File: src/rtl/alu_issue_ctrl.sv
// Issue/collect sequencer in front of the 32-bit ALU: screens opcodes, holds
// ALU inputs for ALU_LATENCY cycles, then returns the registered result.
module alu_issue_ctrl #(
    parameter int unsigned                WIDTH       = 32,
    parameter int unsigned                OPW         = 5,
    parameter int unsigned                ALU_LATENCY = 2,
    parameter logic [(1<<OPW)-1:0]        OP_MASK     = 32'h0000_3F00
) (
    input  logic             clk,
    input  logic             rst_n,
    input  logic             in_valid,
    output logic             in_ready,
    input  logic [OPW-1:0]   in_opcode,
    input  logic [WIDTH-1:0] in_a,
    input  logic [WIDTH-1:0] in_b,
    output logic [OPW-1:0]   alu_opcode,
    output logic [WIDTH-1:0] alu_a,
    output logic [WIDTH-1:0] alu_b,
    output logic             alu_enable,
    input  logic [WIDTH-1:0] alu_out,
    output logic             rsp_valid,
    input  logic             rsp_ready,
    output logic [WIDTH-1:0] rsp_data,
    output logic             rsp_err,
    output logic             busy,
    output logic [15:0]      op_count
);

    // Handshakes: a transfer happens on a rising edge where valid & ready are
    // both high; valid holds its payload stable until that edge.

    typedef enum logic [1:0] {
        IDLE = 2'd0,
        EXEC = 2'd1,
        DONE = 2'd2
    } state_t;

    localparam logic [3:0] LAST_CYC = 4'(ALU_LATENCY - 1);

    state_t     state;
    logic [3:0] cnt;

    always_ff @(posedge clk or negedge rst_n) begin
        if (!rst_n) begin
            state      <= IDLE;
            cnt        <= '0;
            in_ready   <= 1'b1;
            alu_enable <= 1'b0;
            alu_opcode <= '0;
            alu_a      <= '0;
            alu_b      <= '0;
            rsp_valid  <= 1'b0;
            rsp_data   <= '0;
            rsp_err    <= 1'b0;
            busy       <= 1'b0;
            op_count   <= '0;
        end else begin
            case (state)
                IDLE: begin
                    if (in_valid) begin
                        in_ready <= 1'b0;
                        busy     <= 1'b1;
                        if (OP_MASK[in_opcode]) begin
                            // The alu_* output flops double as the request latch.
                            state      <= EXEC;
                            cnt        <= '0;
                            alu_enable <= 1'b1;
                            alu_opcode <= in_opcode;
                            alu_a      <= in_a;
                            alu_b      <= in_b;
                        end else begin
                            state     <= DONE;
                            rsp_valid <= 1'b1;
                            rsp_err   <= 1'b1;
                            rsp_data  <= '0;
                        end
                    end
                end
                EXEC: begin
                    cnt <= cnt + 4'd1;
                    if (cnt == LAST_CYC) begin
                        state      <= DONE;
                        rsp_data   <= alu_out;
                        rsp_err    <= 1'b0;
                        rsp_valid  <= 1'b1;
                        alu_enable <= 1'b0;
                        alu_opcode <= '0;
                        alu_a      <= '0;
                        alu_b      <= '0;
                    end
                end
                DONE: begin
                    if (rsp_ready) begin
                        state     <= IDLE;
                        rsp_valid <= 1'b0;
                        in_ready  <= 1'b1;
                        busy      <= 1'b0;
                        if (!rsp_err) begin
                            op_count <= op_count + 16'd1;
                        end
                    end
                end
                default: begin
                    state     <= IDLE;
                    in_ready  <= 1'b1;
                    busy      <= 1'b0;
                    rsp_valid <= 1'b0;
                end
            endcase
        end
    end

endmodule

File: config.mk
export PLATFORM = sky130hd
export DESIGN_NAME = alu_issue_ctrl
export DESIGN_NICKNAME = d
export VERILOG_FILES = /design/src/rtl/alu_issue_ctrl.sv
export SDC_FILE = /design/constraint.sdc
export NUM_CORES = 1
export LEC_CHECK = 0
export CORE_ASPECT_RATIO = 0.8
export CORE_MARGIN = 1.5
export CORE_UTILIZATION = 60
export CTS_CLUSTER_DIAMETER = 150
export DETAILED_ROUTE_END_ITERATION = 8
export DONT_BUFFER_PORTS = 1
export GPL_TIMING_DRIVEN = 0
export PLACE_DENSITY = 0.76
export SLEW_MARGIN = 10
export SYNTH_ARGS = -nofsm -noshare
export SYNTH_HDL_FRONTEND = slang
export SYNTH_SLANG_ARGS = --single-unit
export TNS_END_PERCENT = 30
File: constraint.sdc
create_clock -name clk -period 2.95 [get_ports clk]
set_input_delay 0.4425 -clock clk [delete_from_list [all_inputs] [get_ports clk]]
set_output_delay 0.4425 -clock clk [all_outputs]
set_load 0.005 [all_outputs]
Word level (Yosys, flattened, before mapping)

Memory sizes are Yosys's and may differ from the RTL's.
Index checks and enable logic that the tools add are counted.

Register bits after elaboration: 128
ROM bits: 32
Bits of input ports: 105
Output and inout port bits: 122
Word-level logic and storage cells: 74
Memories kept: 1

Memories:

| name            | words | width | rd ports | clocked after Yosys merged registers in | wr ports | line | source |
|---|---|---|---|---|---|---|---|
| (no name shown) | 32    | 1     | 1        | 0                                       | 0        | 63   | `if (OP_MASK[in_opcode]) begin` |

Add/subtract/negate cells: 2
Order comparisons: 1
Eq/ne operators: 8
Muxes and demuxes: 39
Bitwise operators: 2
Reduce and logical (&&, ||, !) cells: 9

Operator list:

| operator                                            | number |
|---|---|
| two-way mux 32 bit                                  | 8 |
| one-hot mux 32 bit (2 select lines)                 | 3 |
| adder 16 x 1 -> 16 bit (second input constant)      | 1 |
| two-way mux 5 bit                                   | 3 |
| AND reduction 3 bit                                 | 4 |
| AND reduction 4 bit                                 | 3 |
| two-way mux 1 bit                                   | 11 |
| inequality test 2 bit (second input constant)       | 5 |
| one-hot mux 5 bit (2 select lines)                  | 1 |
| one-hot mux 1 bit (3 select lines)                  | 3 |
| two-way mux 2 bit                                   | 4 |
| two-way mux 4 bit                                   | 2 |
| one-hot mux 4 bit (2 select lines)                  | 1 |
| < comparator 5 x 6 -> 1 bit (second input constant) | 1 |
| one-hot mux 2 bit (3 select lines)                  | 1 |
| adder 4 x 1 -> 4 bit (second input constant)        | 1 |
| == test 4 x 1 -> 1 bit (second input constant)      | 1 |
| one-hot mux 1 bit (2 select lines)                  | 2 |
| == test 2 x 1 -> 1 bit (second input constant)      | 1 |
| == test 2 bit (second input constant)               | 1 |
| zero test 2 bit                                     | 1 |
| NOT 1 bit                                           | 2 |
| nonzero test 2 bit                                  | 1 |

Longest topological paths before layout

Word-level depth: 5
Mapped depth: 8
Depth with buffers taken out: 6

Worst setup path after synthesis

OpenSTA, ideal clock, no wires.

Kind: reg-to-reg
Start: reg cnt[1]
End: reg alu_enable
Setup time: 0.118 ns
Data arrival time: 1.627 ns
Data required time: 2.832 ns
Slack: 1.205 ns
Stages on the path, launching flop included: 9
Buffers on the path: 2
Clock period less this slack: 1.745 ns
Path through: dfrtp_1 inv_1 ha_1 or3b_4 a21oi_2 o21ai_1 buf_6 buf_6 a21o_1

Word-level cells in the longest chain between the ends: 3

RTL lines:

| element                         | line | source |
|---|---|---|
| from (decl)                     | 41   | `logic [3:0] cnt;` |
| from (signal assigned)          | 80   | `cnt <= cnt + 4'd1;` |
| == test 4 x 1 -> 1 bit          | 81   | `if (cnt == LAST_CYC) begin` |
| inequality test 2 bit (no line) | -    |  |
| AND reduction 4 bit (no line)   | -    |  |
| to (signal assigned)            | 48   | `alu_enable <= 1'b0;` |
| to (signal assigned)            | 67   | `alu_enable <= 1'b1;` |
| to (signal assigned)            | 86   | `alu_enable <= 1'b0;` |
| to (decl)                       | 19   | `output logic alu_enable,` |

No other way between the ends.
A chain may end at the register's enable or synchronous reset.

Worst setup path after layout

Start: reg cnt[1]
End: reg rsp_data[30]

Word-level cells in the longest chain between the ends: 3

RTL lines:

| element                         | line | source |
|---|---|---|
| == test 4 x 1 -> 1 bit          | 81   |  |
| inequality test 2 bit (no line) | -    |  |
| AND reduction 4 bit (no line)   | -    |  |
| to (signal assigned)            | 83   | `rsp_data <= alu_out;` |
| to (decl)                       | 23   | `output logic [WIDTH-1:0] rsp_data,` |

No other way between the ends.

==> impl_summary.txt <==
----------------------------------------------------
[Worst hold path]
  Worst hold path class ... in2async

[Yosys]
  Area fraction of the dominant cell type after synthesis ... 58.7%
  Mapped Avg Cell Area ... 11.4 µm²
  Cell variety after synth ... 36
  Area leader, netlist ... sky130_fd_sc_hd__dfrtp_1
  Seq/Total Area, Yosys ... 59.1%
  Seq cells post-synth ... 128
  Count of flip-flops with a built-in enable after synthesis ... 0
  Number of synthesis warnings ... 0
  Count of mapped cells out of synthesis ... 477
  Post-synth design cell area ... 5420 µm²
  Async set-or-reset flop fraction in the synthesized netlist ... 100%
  Prevailing post-synth register cell ... sky130_fd_sc_hd__dfrtp_1
  Number of nets in the synthesized netlist ... 585
  Largest cells by area after synthesis ... sky130_fd_sc_hd__dfrtp_1, sky130_fd_sc_hd__mux2i_1, sky130_fd_sc_hd__nand2_1, sky130_fd_sc_hd__a22o_1, sky130_fd_sc_hd__inv_1

[Status]
  Status ... finished with violations
  Violations in the final reports ... hold timing

[Floorplanning]
  Core region area ... 8630 µm²
  Row cnt ... 30
  Die width ... 109 µm
  Die Y-Extent ... 88.0 µm
  Number of I/O pins ... 227
  Die footprint ... 9610 µm²
  Effective utilization at floorplan ... 62.8%

[STA]
  Post-layout minimum cycle time ... 1.89 ns
  Transition at the pin with the smallest max-transition slack ... 0.535 ns
  Clock skew after layout ... 0.00593 ns
  Max Transition Viols Final ... 0
  Final Setup Violations ... 0
  Share of the clock period used by the worst path after layout ... 64.1%
  Highest clock rate ... 529 MHz
  Worst-case hold slack ... -0.275 ns
  Final-report hold violation count ... 128
  Setup repair after global routing missed its margin ... no
  Max_slew headroom ... 64.0%
  Summed negative setup slack over all endpoints ... 0 ns

[Placement]
  Post-detailed-placement half-perimeter wirelength ... 8.11 mm
  Routability congestion estimate ... 0.790
  Number of buffers added on ports ... 0

[Worst setup path]
  CP Max Fanout ... 10
  Reg2reg setup slack ... 1.06 ns
  Capturing point of the worst reg2reg path ... rsp_data[30]
  Reg-to-reg critical path startpoint ... cnt[1]
  Type of element capturing the critical path ... flop
  Data arrival, critical path ... 2.18 ns
  Required time at the worst-slack endpoint ... 3.24 ns
  Critical Path Source Type ... flop
  Path type of the worst setup path ... reg2reg
  R2r worst-path depth ... 7

[Finish]
  Growth of design area from synthesis to finish ... 14.2%
  Antenna diode count ... 0
  Total Nets Final ... 604
  Filler Cell Count ... 596
  Util after Layout ... 71.7%
  Footprint of the multi-input gates ... 1790 µm²
  Most common library cell in the layout ignoring fill and taps ... sky130_fd_sc_hd__dfrtp_1
  Area occupied by registers ... 3200 µm²
  Layout cell share with drive strength beyond 1 ... 10.6%
  Most frequent cells in the layout ... sky130_fd_sc_hd__dfrtp_1, sky130_fd_sc_hd__nand2_1, sky130_fd_sc_hd__inv_1, sky130_fd_sc_hd__mux2i_1, sky130_fd_sc_hd__a22o_1

[GRT]
  Global-route congestion overflow total ... 0
  Vias in the first global route ... 3586
  Number of antenna violations at the first check in global routing ... 0
  Maximum number of pins on one net before global-route repair ... 129
  First-pass GRT wire length ... 17.9 mm
  Overall fraction of global-route tracks in use ... 25.1%

[Route]
  Length of the first detailed-routing pass in iterations ... 4
  Via count normalized by instance count ... 5.58
  Remaining antenna violation count after routing ... 0
  Initial detailed-routing violation count ... 195
  Via count ... 3467
  Routed wire per std cell ... 18.8 µm
  Number of design rule violations left after detail routing ... 0
  Overall routed net length ... 11.7 mm

[Clocking]
  CTS root buf ... sky130_fd_sc_hd__clkbuf_16
  Longest Clk Path Bufs ... 2
  Post-CTS setup-driven buffer insertion count ... 0
  Clock Sink Count ... 128
  Clock-pin slew reported for the worst setup and hold paths after clock tree synthesis ... 0.05 ns
  CTS buffer count ... 17
  Maximum level of the CTS H-tree ... 4
  TritonCTS clock tree ... done
  Source-to-sink clock delay at the later pin of the worst-skew pair ... 0.41 ns

[Pwr]
  Pleak ... 0.00360 µW
  Pwr/cell area ... 1060 nW/µm²
  Peak ir drop on the vdd network ... 576 µV

[Run]
  Count of maximum capacitance violations ... 0

----------------------------------------------------
==> kinds of logic after synthesis <==
group	Yosys count	synth area share [%]
flip-flops	128	59.1
AND/OR/NAND/NOR	116	9.77
buffers and inverters	95	7.90
multiplexers	67	12.4
AO/OA/AOI/OAI	53	7.69
XOR/XNOR	15	2.43
adder cells (fa/ha/maj)	3	0.693
==> routing by layer <==
| layer | global-route usage, % | part of all wire [%] | routed length, µm | vias up |
|---|---|---|---|---|
| met1 | 29.2 | 38 | 4500 | 1670 |
| met2 | 41.4 | 50 | 5800 | 164 |
| met4 | 11.1 | 1.8 | 209 | 0 |
| met3 | 10.2 | 10 | 1190 | 18 |
| li1 | - | - | - | 1615 |
| met5 | 0 | 0 | 0 | - |
==> synth_stat cells (all sizes together) (2+ instances only) <==
cell      n
buf      17
inv      73
mux2i    67
nand4     6
a21o      2
a21oi     7
ha        3
nand3     5
dfrtp   127
and4      2
nor2b     2
nand2    79
or3       3
o21ai     7
xnor2    12
a22o     32
nor3      3
clkbuf    5
nor2      6
xor2      3
and3      6
==> cell type report <==
class                           instances  share of cell area, %
Buffer                                 22                   2.49
Clock buffer                           21                   7.60
Clock inverter                         11                   2.59
Inverter                               73                   4.43
Multi-Input combinational cell        254                   28.9
Sequential cell                       128                   51.8
Tap cell                              112                   2.26
==> registers in the layout (all words and copies together) (netlist names) <==
name        count
alu_b          32
alu_a          32
alu_enable      1
rsp_valid       1
state           2
alu_opcode      5
rsp_err         1
rsp_data       32
op_count       16
busy            1
in_ready        1
cnt             4
==> how the worst max path moves through the flow <==
stage / start / slack [ns] / end
3_3_place_gp: cnt[1] / 1.12 / alu_enable
2_1_floorplan: cnt[1] / 1.20 / alu_enable
3_5_place_dp: state[1] / 1.07 / rsp_data[25]
6_report: cnt[1] / 1.06 / rsp_data[30]
4_1_cts: rsp_err / 1.03 / op_count[10]
5_1_grt: state[1] / 0.90 / rsp_data[30]
==> metrics by stage <==
step           setup slack, ns  total power, µW  cell area [µm²]  std cells
6_report                  1.06             6570             6190        621
5_1_grt                  0.895             6950             6190        621
4_1_cts                   1.03             6630             6190        621
3_5_place_dp              1.07             4390             5560        589
3_3_place_gp              1.12             4270             5560        589
2_1_floorplan             1.20             3960             5420        477
==> power breakdown <==
| group | switching, µW | total [µW] | internal [µW] |
|---|---|---|---|
| Sequential | 592 | 3000 | 2410 |
| Clock | 737 | 2210 | 1470 |
| Combinational | 731 | 1360 | 625 |
==> worst max-delay path, cell delays in order, from the launching register on <==
cell	delay, ns
sky130_fd_sc_hd__dfrtp_1	0.41
sky130_fd_sc_hd__inv_1	0.07
sky130_fd_sc_hd__ha_1	0.13
sky130_fd_sc_hd__or3b_4	0.39
sky130_fd_sc_hd__a21oi_2	0.19
sky130_fd_sc_hd__o21ai_2	0.12
sky130_fd_sc_hd__buf_2	0.22
sky130_fd_sc_hd__a22o_1	0.25
==> timing repair <==
action                                 CTS  global route
setup endpoints to repair                0             0
endpoints found under the hold margin  128           128
gates resized for setup                  0             0
Power figures use the tool's default switching activity.
